**src/rtl/axis_seq_generator_if.sv**
```systemverilog
// AXI4-Stream master/slave bundle used by the sequence generator.
interface axis_seq_generator_if #(
  parameter int DATA_SIZE = 32
);
  logic [DATA_SIZE-1:0]   tdata;
  logic [DATA_SIZE/8-1:0] tstrb;
  logic                   tvalid;
  logic                   tlast;
  logic                   tready;

  modport master (
    output tdata,
    output tstrb,
    output tvalid,
    output tlast,
    input  tready
  );

  modport slave (
    input  tdata,
    input  tstrb,
    input  tvalid,
    input  tlast,
    output tready
  );
endinterface

```
**src/rtl/axis_seq_generator.sv**
```systemverilog
// AXI4-Stream sequence source: geometric, arithmetic, Galois LFSR or constant
// values in framed bursts. Configuration is captured when a run starts, so
// cfg_* may change freely while streaming.
//
// state    | meaning
// ---------+--------------------------------------------------------------
// S_IDLE   | waiting for enable; cfg_* sampled on the way out
// S_STREAM | presenting beats; tvalid held high until each transfer
// S_DONE   | bounded run finished; parked until enable falls
module axis_seq_generator #(
  parameter int DATA_SIZE = 32,
  parameter int LEN_W     = 16
) (
  input  logic                 m00_axis_aclk,
  input  logic                 m00_axis_aresetn,
  input  logic                 m00_axis_enable,
  input  logic [1:0]           cfg_mode,
  input  logic [DATA_SIZE-1:0] cfg_seed,
  input  logic [DATA_SIZE-1:0] cfg_coef,
  input  logic [LEN_W-1:0]     cfg_frame_len,
  input  logic [LEN_W-1:0]     cfg_num_frames,
  input  logic                 cfg_restart,
  axis_seq_generator_if.master m00_axis,
  output logic                 busy,
  output logic                 done,
  output logic                 overflow
);

  localparam int STRB_W = DATA_SIZE / 8;

  typedef enum logic [1:0] {
    S_IDLE   = 2'd0,
    S_STREAM = 2'd1,
    S_DONE   = 2'd2
  } state_t;

  typedef enum logic [1:0] {
    M_GEO   = 2'b00,
    M_ARITH = 2'b01,
    M_LFSR  = 2'b10,
    M_CONST = 2'b11
  } mode_t;

  state_t state_q, state_d;
  logic   done_d;

  // Run configuration captured at start
  mode_t                mode_q;
  logic [DATA_SIZE-1:0] seed_q;
  logic [DATA_SIZE-1:0] coef_q;
  logic [LEN_W-1:0]     len_m1_q;
  logic                 bounded_q;
  logic                 restart_q;

  // Beats left in the current frame and frames left in a bounded run, both
  // counting down; the terminal compare drives tlast and the run end.
  logic [LEN_W-1:0]     beats_left_q;
  logic [LEN_W-1:0]     frames_left_q;
  logic                 stop_q;

  logic [DATA_SIZE-1:0] value_q;
  logic                 valid_q;
  logic                 last_q;
  logic [STRB_W-1:0]    strb_q;
  logic                 busy_q;
  logic                 done_q;
  logic                 ovf_q;

  logic [LEN_W-1:0]       len_m1_cfg;
  logic                   start;
  logic                   xfer;
  logic                   frame_end;
  logic                   run_final;
  logic                   stop_now;
  logic [2*DATA_SIZE-1:0] prod;
  logic [DATA_SIZE:0]     sum;
  logic [DATA_SIZE-1:0]   lfsr_next;
  logic [DATA_SIZE-1:0]   f_val;
  logic                   f_ovf;

  // A programmed frame length of 0 behaves as 1
  assign len_m1_cfg = (cfg_frame_len == '0) ? '0 : cfg_frame_len - LEN_W'(1);
  assign start      = (state_q == S_IDLE) && m00_axis_enable;
  assign xfer       = valid_q && m00_axis.tready;
  assign frame_end  = xfer && last_q;
  assign run_final  = bounded_q && (frames_left_q == LEN_W'(1));
  // Enable dropping anywhere in the frame (including on its last beat) ends
  // the run once that frame is out.
  assign stop_now   = stop_q || !m00_axis_enable;

  // Next sequence value and its overflow flag for the current mode
  always_comb begin
    prod      = {{DATA_SIZE{1'b0}}, value_q} * {{DATA_SIZE{1'b0}}, coef_q};
    sum       = {1'b0, value_q} + {1'b0, coef_q};
    lfsr_next = (value_q >> 1) ^ (value_q[0] ? coef_q : '0);
    f_val     = value_q;
    f_ovf     = 1'b0;
    case (mode_q)
      M_GEO: begin
        f_val = prod[DATA_SIZE-1:0];
        f_ovf = |prod[2*DATA_SIZE-1:DATA_SIZE];
      end
      M_ARITH: begin
        f_val = sum[DATA_SIZE-1:0];
        f_ovf = sum[DATA_SIZE];
      end
      M_LFSR:  f_val = lfsr_next;
      default: f_val = value_q;
    endcase
  end

  // State register
  always_ff @(posedge m00_axis_aclk or negedge m00_axis_aresetn) begin
    if (!m00_axis_aresetn) state_q <= S_IDLE;
    else                   state_q <= state_d;
  end

  // Next-state decode; a final bounded frame wins over an enable drop
  always_comb begin
    state_d = state_q;
    done_d  = 1'b0;
    case (state_q)
      S_IDLE: begin
        if (m00_axis_enable) state_d = S_STREAM;
      end
      S_STREAM: begin
        if (frame_end) begin
          if (run_final) begin
            state_d = S_DONE;
            done_d  = 1'b1;
          end else if (stop_now) begin
            state_d = S_IDLE;
          end
        end
      end
      S_DONE: begin
        if (!m00_axis_enable) state_d = S_IDLE;
      end
      default: state_d = S_IDLE;
    endcase
  end

  // Configuration capture, sequence advance, counters and registered outputs
  always_ff @(posedge m00_axis_aclk or negedge m00_axis_aresetn) begin
    if (!m00_axis_aresetn) begin
      mode_q        <= M_GEO;
      seed_q        <= '0;
      coef_q        <= '0;
      len_m1_q      <= '0;
      bounded_q     <= 1'b0;
      restart_q     <= 1'b0;
      beats_left_q  <= '0;
      frames_left_q <= '0;
      stop_q        <= 1'b0;
      value_q       <= '0;
      valid_q       <= 1'b0;
      last_q        <= 1'b0;
      strb_q        <= '0;
      busy_q        <= 1'b0;
      done_q        <= 1'b0;
      ovf_q         <= 1'b0;
    end else begin
      valid_q <= (state_d == S_STREAM);
      busy_q  <= (state_d == S_STREAM);
      strb_q  <= {STRB_W{state_d == S_STREAM}};
      done_q  <= done_d;
      stop_q  <= frame_end ? 1'b0
               : (stop_q || ((state_q == S_STREAM) && !m00_axis_enable));

      if (start) begin
        mode_q        <= mode_t'(cfg_mode);
        seed_q        <= cfg_seed;
        coef_q        <= cfg_coef;
        len_m1_q      <= len_m1_cfg;
        bounded_q     <= |cfg_num_frames;
        restart_q     <= cfg_restart;
        beats_left_q  <= len_m1_cfg;
        frames_left_q <= cfg_num_frames;
        stop_q        <= 1'b0;
        value_q       <= cfg_seed;
        last_q        <= (len_m1_cfg == '0);
        ovf_q         <= 1'b0;
      end else if (xfer) begin
        ovf_q <= ovf_q || f_ovf;
        if (last_q) begin
          value_q      <= restart_q ? seed_q : f_val;
          beats_left_q <= len_m1_q;
          last_q       <= (state_d == S_STREAM) && (len_m1_q == '0);
          if (bounded_q) frames_left_q <= frames_left_q - LEN_W'(1);
        end else begin
          value_q      <= f_val;
          beats_left_q <= beats_left_q - LEN_W'(1);
          last_q       <= (beats_left_q == LEN_W'(1));
        end
      end
    end
  end

  assign m00_axis.tdata  = value_q;
  assign m00_axis.tstrb  = strb_q;
  assign m00_axis.tvalid = valid_q;
  assign m00_axis.tlast  = last_q;
  assign busy            = busy_q;
  assign done            = done_q;
  assign overflow        = ovf_q;

endmodule

```
**src/flat_wrapper.sv**
```systemverilog
// flat-port wrapper written by rule: the top's interface ports become plain ports
module axis_seq_generator_flat 
#(
  parameter int DATA_SIZE = 32,
  parameter int LEN_W     = 16
)
  (m00_axis_aclk, m00_axis_aresetn, m00_axis_enable, cfg_mode, cfg_seed, cfg_coef, cfg_frame_len, cfg_num_frames, cfg_restart, busy, done, overflow, m00_axis_tdata, m00_axis_tstrb, m00_axis_tvalid, m00_axis_tlast, m00_axis_tready);
  axis_seq_generator_if #(.DATA_SIZE(DATA_SIZE)) m00_axis_i ();
  input  logic m00_axis_aclk;
  input  logic m00_axis_aresetn;
  input  logic m00_axis_enable;
  input  logic [1:0] cfg_mode;
  input  logic [DATA_SIZE-1:0] cfg_seed;
  input  logic [DATA_SIZE-1:0] cfg_coef;
  input  logic [LEN_W-1:0] cfg_frame_len;
  input  logic [LEN_W-1:0] cfg_num_frames;
  input  logic cfg_restart;
  output logic busy;
  output logic done;
  output logic overflow;
  output wire logic [$bits(m00_axis_i.tdata)-1:0] m00_axis_tdata;
  output wire logic [$bits(m00_axis_i.tstrb)-1:0] m00_axis_tstrb;
  output wire logic [$bits(m00_axis_i.tvalid)-1:0] m00_axis_tvalid;
  output wire logic [$bits(m00_axis_i.tlast)-1:0] m00_axis_tlast;
  input wire logic [$bits(m00_axis_i.tready)-1:0] m00_axis_tready;
  assign m00_axis_tdata = m00_axis_i.tdata;
  assign m00_axis_tstrb = m00_axis_i.tstrb;
  assign m00_axis_tvalid = m00_axis_i.tvalid;
  assign m00_axis_tlast = m00_axis_i.tlast;
  assign m00_axis_i.tready = m00_axis_tready;
  axis_seq_generator #(.DATA_SIZE(DATA_SIZE), .LEN_W(LEN_W)) u_core (.m00_axis_aclk(m00_axis_aclk), .m00_axis_aresetn(m00_axis_aresetn), .m00_axis_enable(m00_axis_enable), .cfg_mode(cfg_mode), .cfg_seed(cfg_seed), .cfg_coef(cfg_coef), .cfg_frame_len(cfg_frame_len), .cfg_num_frames(cfg_num_frames), .cfg_restart(cfg_restart), .m00_axis(m00_axis_i), .busy(busy), .done(done), .overflow(overflow));
endmodule
```
**config.mk**
```make
export PLATFORM = sky130hd
export DESIGN_NAME = axis_seq_generator_flat
export DESIGN_NICKNAME = d
export VERILOG_FILES = /design/src/rtl/axis_seq_generator_if.sv /design/src/rtl/axis_seq_generator.sv /design/src/flat_wrapper.sv
export SDC_FILE = /design/constraint.sdc
export NUM_CORES = 2
export LEC_CHECK = 0
export BUFFER_PORTS_ARGS = -buffer_cell sky130_fd_sc_hd__buf_2
export CAP_MARGIN = 20
export CELL_PAD_IN_SITES_DETAIL_PLACEMENT = 1
export CELL_PAD_IN_SITES_GLOBAL_PLACEMENT = 1
export CORE_ASPECT_RATIO = 0.7
export CORE_UTILIZATION = 40
export DETAILED_ROUTE_END_ITERATION = 16
export PLACE_DENSITY_LB_ADDON = 0.3
export SYNTH_ARGS = -nofsm -noshare
export SYNTH_HDL_FRONTEND = slang
export SYNTH_SLANG_ARGS = --single-unit
```
**constraint.sdc**
```tcl
create_clock -name m00_axis_aclk -period 8.05 [get_ports m00_axis_aclk]
set_input_delay 1.61 -clock m00_axis_aclk [delete_from_list [all_inputs] [get_ports m00_axis_aclk]]
set_output_delay 1.61 -clock m00_axis_aclk [all_outputs]
set_load 0.03 [all_outputs]
```
======== Yosys cells after proc, flatten, opt, wreduce, memory -nomap -nowiden ========
Cells that the tools add are included.
Widths: inputs -> output; s select.
operators by class
  add/subtract/negate cells ............... 4
  bitwise operators ....................... 1
  mux-type cells .......................... 31
  eq/ne operators ......................... 7
  multiply operators ...................... 1
  reduce and logical (&&, ||, !) cells .... 21
operator list
  kind                   number
  $mux 32                5
  $mux 16                8
  $pmux 32 s3            1
  $mul 32x32->64         1
  $logic_not 16->1       3
  $sub 16x1->16 const B  3
  $add 32x32->33         1
  $eq 16x1->1 const B    2
  $reduce_or 32->1       1
  $xor 31x32->32         1
  $reduce_or 16->1       1
  $mux 1                 10
  $mux 2                 5
  $eq 2x1->1 const B     3
  $logic_and 1x1->1      6
  $pmux 2 s3             1
  $reduce_bool 2->1      3
  $eq 2x2->1 const B     2
  $logic_not 2->1        2
  $logic_or 1x1->1       3
  $reduce_and 3->1       1
  $pmux 1 s2             1
  $logic_not 1->1        1
word-level totals
  input bits .............................. 103
  logic and storage cells ................. 81
  output and inout bits ................... 41
  register bits ........................... 156

======== Depth between registers and ports, before layout ========
  depth after elaboration ................. 11
  mapped depth ............................ 32
  mapped depth without buffers ............ 29

======== Worst setup path after synthesis ========
No wires, ideal clock.
  path kind ............................... register to register
  start point ............................. register u_core.value_q[23], in the netlist u_core.m00_axis.tdata[23]
  end point ............................... register u_core.ovf_q, in the netlist u_core.overflow
  required time ........................... 7,914 ps
  cell stages (with the launch flop) ...... 27
  arrival ................................. 8,086 ps
  setup time .............................. 136 ps
  period minus slack after synthesis ...... 8,222 ps
  setup slack ............................. -172 ps
  path through ............................ dfrtp_1 > clkbuf_1 > clkbuf_1 > nand2_1 > fa_1 > inv_1 > fa_1 > inv_1 > fa_1 > inv_1 > fa_1 > fa_1 > fa_1 > fa_1 > fa_1 > ha_1 > and4_4 > and2_4 > a221o_1 > o31a_1 > o311ai_4 > a21oi_2 > nor2b_2 > mux2i_1 > or4_1 > nor4_1 > a31oi_1
on the way
  longest elaborated chain between the ends .. 6
  elaborated cells between the ends (all ways) .. 7
ends and longest elaborated chain
  element                   line                       source
  start: declaration        axis_seq_generator.sv:61   logic [DATA_SIZE-1:0] value_q;
  start signal: assignment  axis_seq_generator.sv:180  value_q <= cfg_seed;
  start signal: assignment  axis_seq_generator.sv:186  value_q <= restart_q ? seed_q : f_val;
  start signal: assignment  axis_seq_generator.sv:191  value_q <= f_val;
  $mul 32x32->64            axis_seq_generator.sv:93   prod = {{DATA_SIZE{1'b0}}, value_q} * {{DATA_SIZE{1'b0}}, coef_q};
  $reduce_or 32->1          axis_seq_generator.sv:101  f_ovf = |prod[2*DATA_SIZE-1:DATA_SIZE];
  $pmux 1 s2 *              axis_seq_generator.sv:98   case (mode_q)
  $logic_or 1x1->1 *        axis_seq_generator.sv:184  ovf_q <= ovf_q || f_ovf;
  $mux 1 *                  axis_seq_generator.sv:183  end else if (xfer) begin
  $mux 1 *                  axis_seq_generator.sv:170  if (start) begin
  end signal: assignment    axis_seq_generator.sv:184
  end: declaration          axis_seq_generator.sv:67   logic ovf_q;
Every way passes the cells marked *; elsewhere a longest branch is shown, timed or not. The select of a mux whose other input is x is not followed.
A chain may end at the register's enable or synchronous reset.

======== Final worst setup path ========
  start point ............................. register u_core.value_q[26], in the netlist u_core.m00_axis.tdata[26]
  end point ............................... register u_core.ovf_q, in the netlist u_core.overflow
Same word-level chain as after synthesis.

==> qor_table.md <==
| Stage | Quantity | Reported |
|:---|:---|:---|
| routing | Routed WL per cell | 26.1 µm |
| critical path | Worst R2R Start | u_core.m00_axis.tdata[26]$_DFFE_PN0P_ |
| global routing | Via count of the first global-routing pass | 40170 |
| worst hold path | Class of the tightest hold or removal check | reg2reg |
| critical path | Data arrival time at the worst-slack endpoint | 8.55 ns |
| synthesis | Synth Flop Type | dfrtp_1 |
| clock tree | CTS Buffer Depth | 2 |
| layout | Filler Cells Inserted | 12521 |
| sta | Fmax | 122 MHz |
| critical path | Register-to-register setup slack | -0.14 ns |
| global routing | Aggregate global routing overflow | 0 |
| critical path | Maximum net fanout on the critical path | 16 |
| routing | Via count | 37132 |
| synthesis | Gate count of the mapped netlist | 4884 |
| clock tree | Worst-path clk slew | 0.09 ns |
| clock tree | CTS Hold Bufs | 0 |
| critical path | Sort of element at the end of the critical path | flop |
| clock tree | Number of buffers created by CTS | 17 |
| global routing | Global-route wire length before repair | 263 mm |
| sta | Share of the clock period used by the worst path | 102% |
| routing | Number of DRC markers after the initial detailed-route iteration | 3050 |
| floorplanning | I/O pins | 144 |
| synthesis | Syn avg cell area | 8.88 µm² |
| sta | Actual transition at the worst max-transition pin | 1.04 ns |
| place | Port-buffer cells | 143 |
| layout | Share of layout cells above drive strength 1 | 15.5% |
| critical path | Startpoint of the most critical setup path | u_core.m00_axis.tdata[26]$_DFFE_PN0P_ |
| sta | Post-layout worst setup margin | -0.139 ns |
| synthesis | Commonest cells in the synthesized netlist | fa_1, nand2_1, inv_1, and2_1, ha_1 |
| sta | Total negative slack | -0.139 ns |
| sta | Unrepaired setup endpoints after global routing | yes |
| place | Routability Congestion | 0.948 |
| floorplanning | Die area | 0.110 mm² |
| clock tree | Insertion delay to the later sink of the worst-skew pair | 0.49 ns |
| routing | Detailed-router iteration count before antenna repair | 5 |
| floorplanning | Starting utilization of the core area | 40.6% |
| floorplanning | Die boundary height | 278 µm |
| global routing | Number of antenna violations at the first check in global routing | 12 |
| floorplanning | Number of placement rows | 100 |
| synthesis | Yosys warns | 0 |
| routing | Number of routed nets with antenna violations | 0 |
| sta | Worst Hold Slack | 0.485 ns |
| clock tree | Number of clock sinks | 155 |
| critical path | Critical path startpoint category | flop |
| floorplanning | Core box area | 0.107 mm² |
| sta | Time the final worst path needs with I/O delays and setup | 8.19 ns |
| synthesis | Synthesized cell area | 0.0434 mm² |
| sta | Final hold violation count | 0 |
| clock tree | Clock tree from TritonCTS | done |
| layout | Final #Nets | 6545 |
| synthesis | Number of flip-flops and latches in the synthesized netlist | 155 |
| synthesis | Number of library cell types mapped by synthesis | 87 |
| synthesis | Post-synth EDFFs | 0 |
| synthesis | Post-Synthesis Net Count | 6184 |
| sta | Max-slew violations | 0 |
| sta | Layout Skew | 0.0248 ns |
| synthesis | Most frequent cell after synthesis | fa_1 |
| floorplanning | Horizontal die dimension | 396 µm |
| critical path | Worst setup path class | reg2reg |
| routing | Final routed DRC violation total | 0 |
| clock tree | Root Buffer | clkbuf_16 |
| routing | Final Routed Wirelength | 175 mm |
| status | Result of the run | finished, violations left |
| place | Half-perimeter wire length after detailed placement | 147 mm |
| worst hold path | Worst min-delay path startpoint | u_core.seed_q[4]$_DFFE_PN0P_ |
| routing | Via density per instance | 5.55 |
| clock tree | CTS HTree Levels | 4 |
| synthesis | Proportion of netlist area held by the largest area contributor | 41.4% |
| job | Maximum capacitance violations | 0 |
| layout | Area growth from synthesis to layout | 16.1% |
| critical path | Data required time at the worst endpoint | 8.41 ns |
| global routing | Total routing resource utilization after global routing | 32.1% |
| synthesis | Post-synthesis sequential area ratio | 8.94% |
| synthesis | Largest area contributor in the synthesized netlist | fa_1 |
| global routing | Maximum number of pins on one net before global-route repair | 64 |
| synthesis | Synth top area cells | fa_1, dfrtp_1, and2_1 |
| synthesis | Async set-reset flop share out of synthesis | 100% |
| sta | Max-slew headroom at the worst pin | 30.1% |
| sta | Total of endpoints with negative setup slack in the final report | 1 |
| status | Failing checks | negative setup slack |
flip-flops by register name, summed over array words and instances (netlist names):
| name | cells |
|---|---|
| u_core.coef_q | 32 |
| u_core.m00_axis.tdata | 32 |
| u_core.seed_q | 32 |
| u_core.beats_left_q | 16 |
| u_core.frames_left_q | 16 |
| u_core.len_m1_q | 16 |
| u_core.mode_q | 2 |
| u_core.state_q | 2 |
| u_core.bounded_q | 1 |
| u_core.done | 1 |
| u_core.m00_axis.tlast | 1 |
| u_core.m00_axis.tvalid | 1 |
| u_core.overflow | 1 |
| u_core.restart_q | 1 |
| u_core.stop_q | 1 |
cells by family after synthesis:
| logic type | Yosys count | share of synthesized area [%] |
|---|---|---|
| compound gates | 525 | 7.81 |
| mux | 31 | 1.13 |
| buf+inv | 1095 | 9.58 |
| fa+ha+maj | 1197 | 50.0 |
| simple gates | 1756 | 20.0 |
| xor+xnor | 125 | 2.52 |
| flops | 155 | 8.94 |
critical path, stage by stage, from the launching register on:
cell	delay [ns]
dfrtp_2	0.55
buf_12	0.23
buf_4	0.19
and2_1	0.16
fa_1	0.52
inv_1	0.06
fa_1	0.50
fa_1	0.64
fa_1	0.47
fa_1	0.48
fa_1	0.65
inv_1	0.08
ha_1	0.29
ha_1	0.30
ha_1	0.30
a21oi_1	0.26
o21ai_0	0.22
a221o_1	0.37
a21oi_1	0.18
buf_4	0.15
o2111a_1	0.18
nand4_1	0.10
nor4_1	0.20
nand4_1	0.12
or4_1	0.42
nor4_2	0.30
a31oi_1	0.12
final timing paths:
| path | to | cells past startpoint |
|---|---|---|
| worst max-delay path | u_core.overflow$_DFFE_PN0P_ | 26 |
| worst min-delay path | u_core.seed_q[4]$_DFFE_PN0P_ | 2 |
| worst max register to register | u_core.overflow$_DFFE_PN0P_ | 26 |
| worst min register to register | u_core.seed_q[4]$_DFFE_PN0P_ | 2 |
| max in group asynchronous | u_core.m00_axis.tdata[16]$_DFFE_PN0P_ | 2 |
| min in group asynchronous | u_core.overflow$_DFFE_PN0P_ | 1 |
routing by layer:
metal	global-route usage [%]	share of wire, %	vias to the layer above
li1	-	-	15793
met1	47.7	45	19534
met2	45.9	41	1560
met3	8.98	11	239
met4	7.54	2.5	6
met5	0	0.025	-
cell type report:
type / instances / area, µm² / area share (%)
clock inverters: 15 / 181 / 0.360
inverters: 778 / 2920 / 5.79
multi-input cells: 3634 / 35700 / 70.7
diodes: 3 / 7.51 / 0.0149
clock buffers: 17 / 425 / 0.844
well taps: 1428 / 1790 / 3.55
flip-flops and latches: 155 / 3920 / 7.77
repair buffers: 659 / 5510 / 10.9
layout by cell type (no fill, tap or decap), types with 36 or more instances in the layout:
cell type | Yosys | routed
xor2_1 | 48 | 48
nor2_1 | 124 | 122
and2_1 | 604 | 603
nand3_1 | 37 | 37
fa_1 | 897 | 892
a21oi_1 | 149 | 138
ha_1 | 300 | 294
nand2_1 | 787 | 784
nor3_1 | 45 | 41
dfrtp_1 | 155 | 134
nand4_1 | 36 | 36
buf_12 | 0 | 70
xnor2_1 | 77 | 76
o21ai_0 | 123 | 120
buf_2 | 6 | 142
inv_1 | 777 | 776
buf_4 | 5 | 436
repair_timing:
action / CTS / global route
resized for setup: 35 / 47
setup endpoints to repair: 4 / 9
setup buffers: 9 / 4
pin swaps: 9 / 15
per-stage QoR:
stage,setup WS [ns],utilization (%),instance area (µm²),cells
3_3_place_gp,-0.572,46.1,49300,6641
2_1_floorplan,0.0138,-,43400,4884
3_5_place_dp,-0.690,46.1,49300,6641
4_1_cts,-0.0575,46.9,50100,6682
6_report,-0.139,47.2,50400,6689
5_1_grt,-0.368,47.2,50400,6687
Power is not shown: default switching activity piles up to over one toggle a cycle in this logic, so the estimate is an artifact.
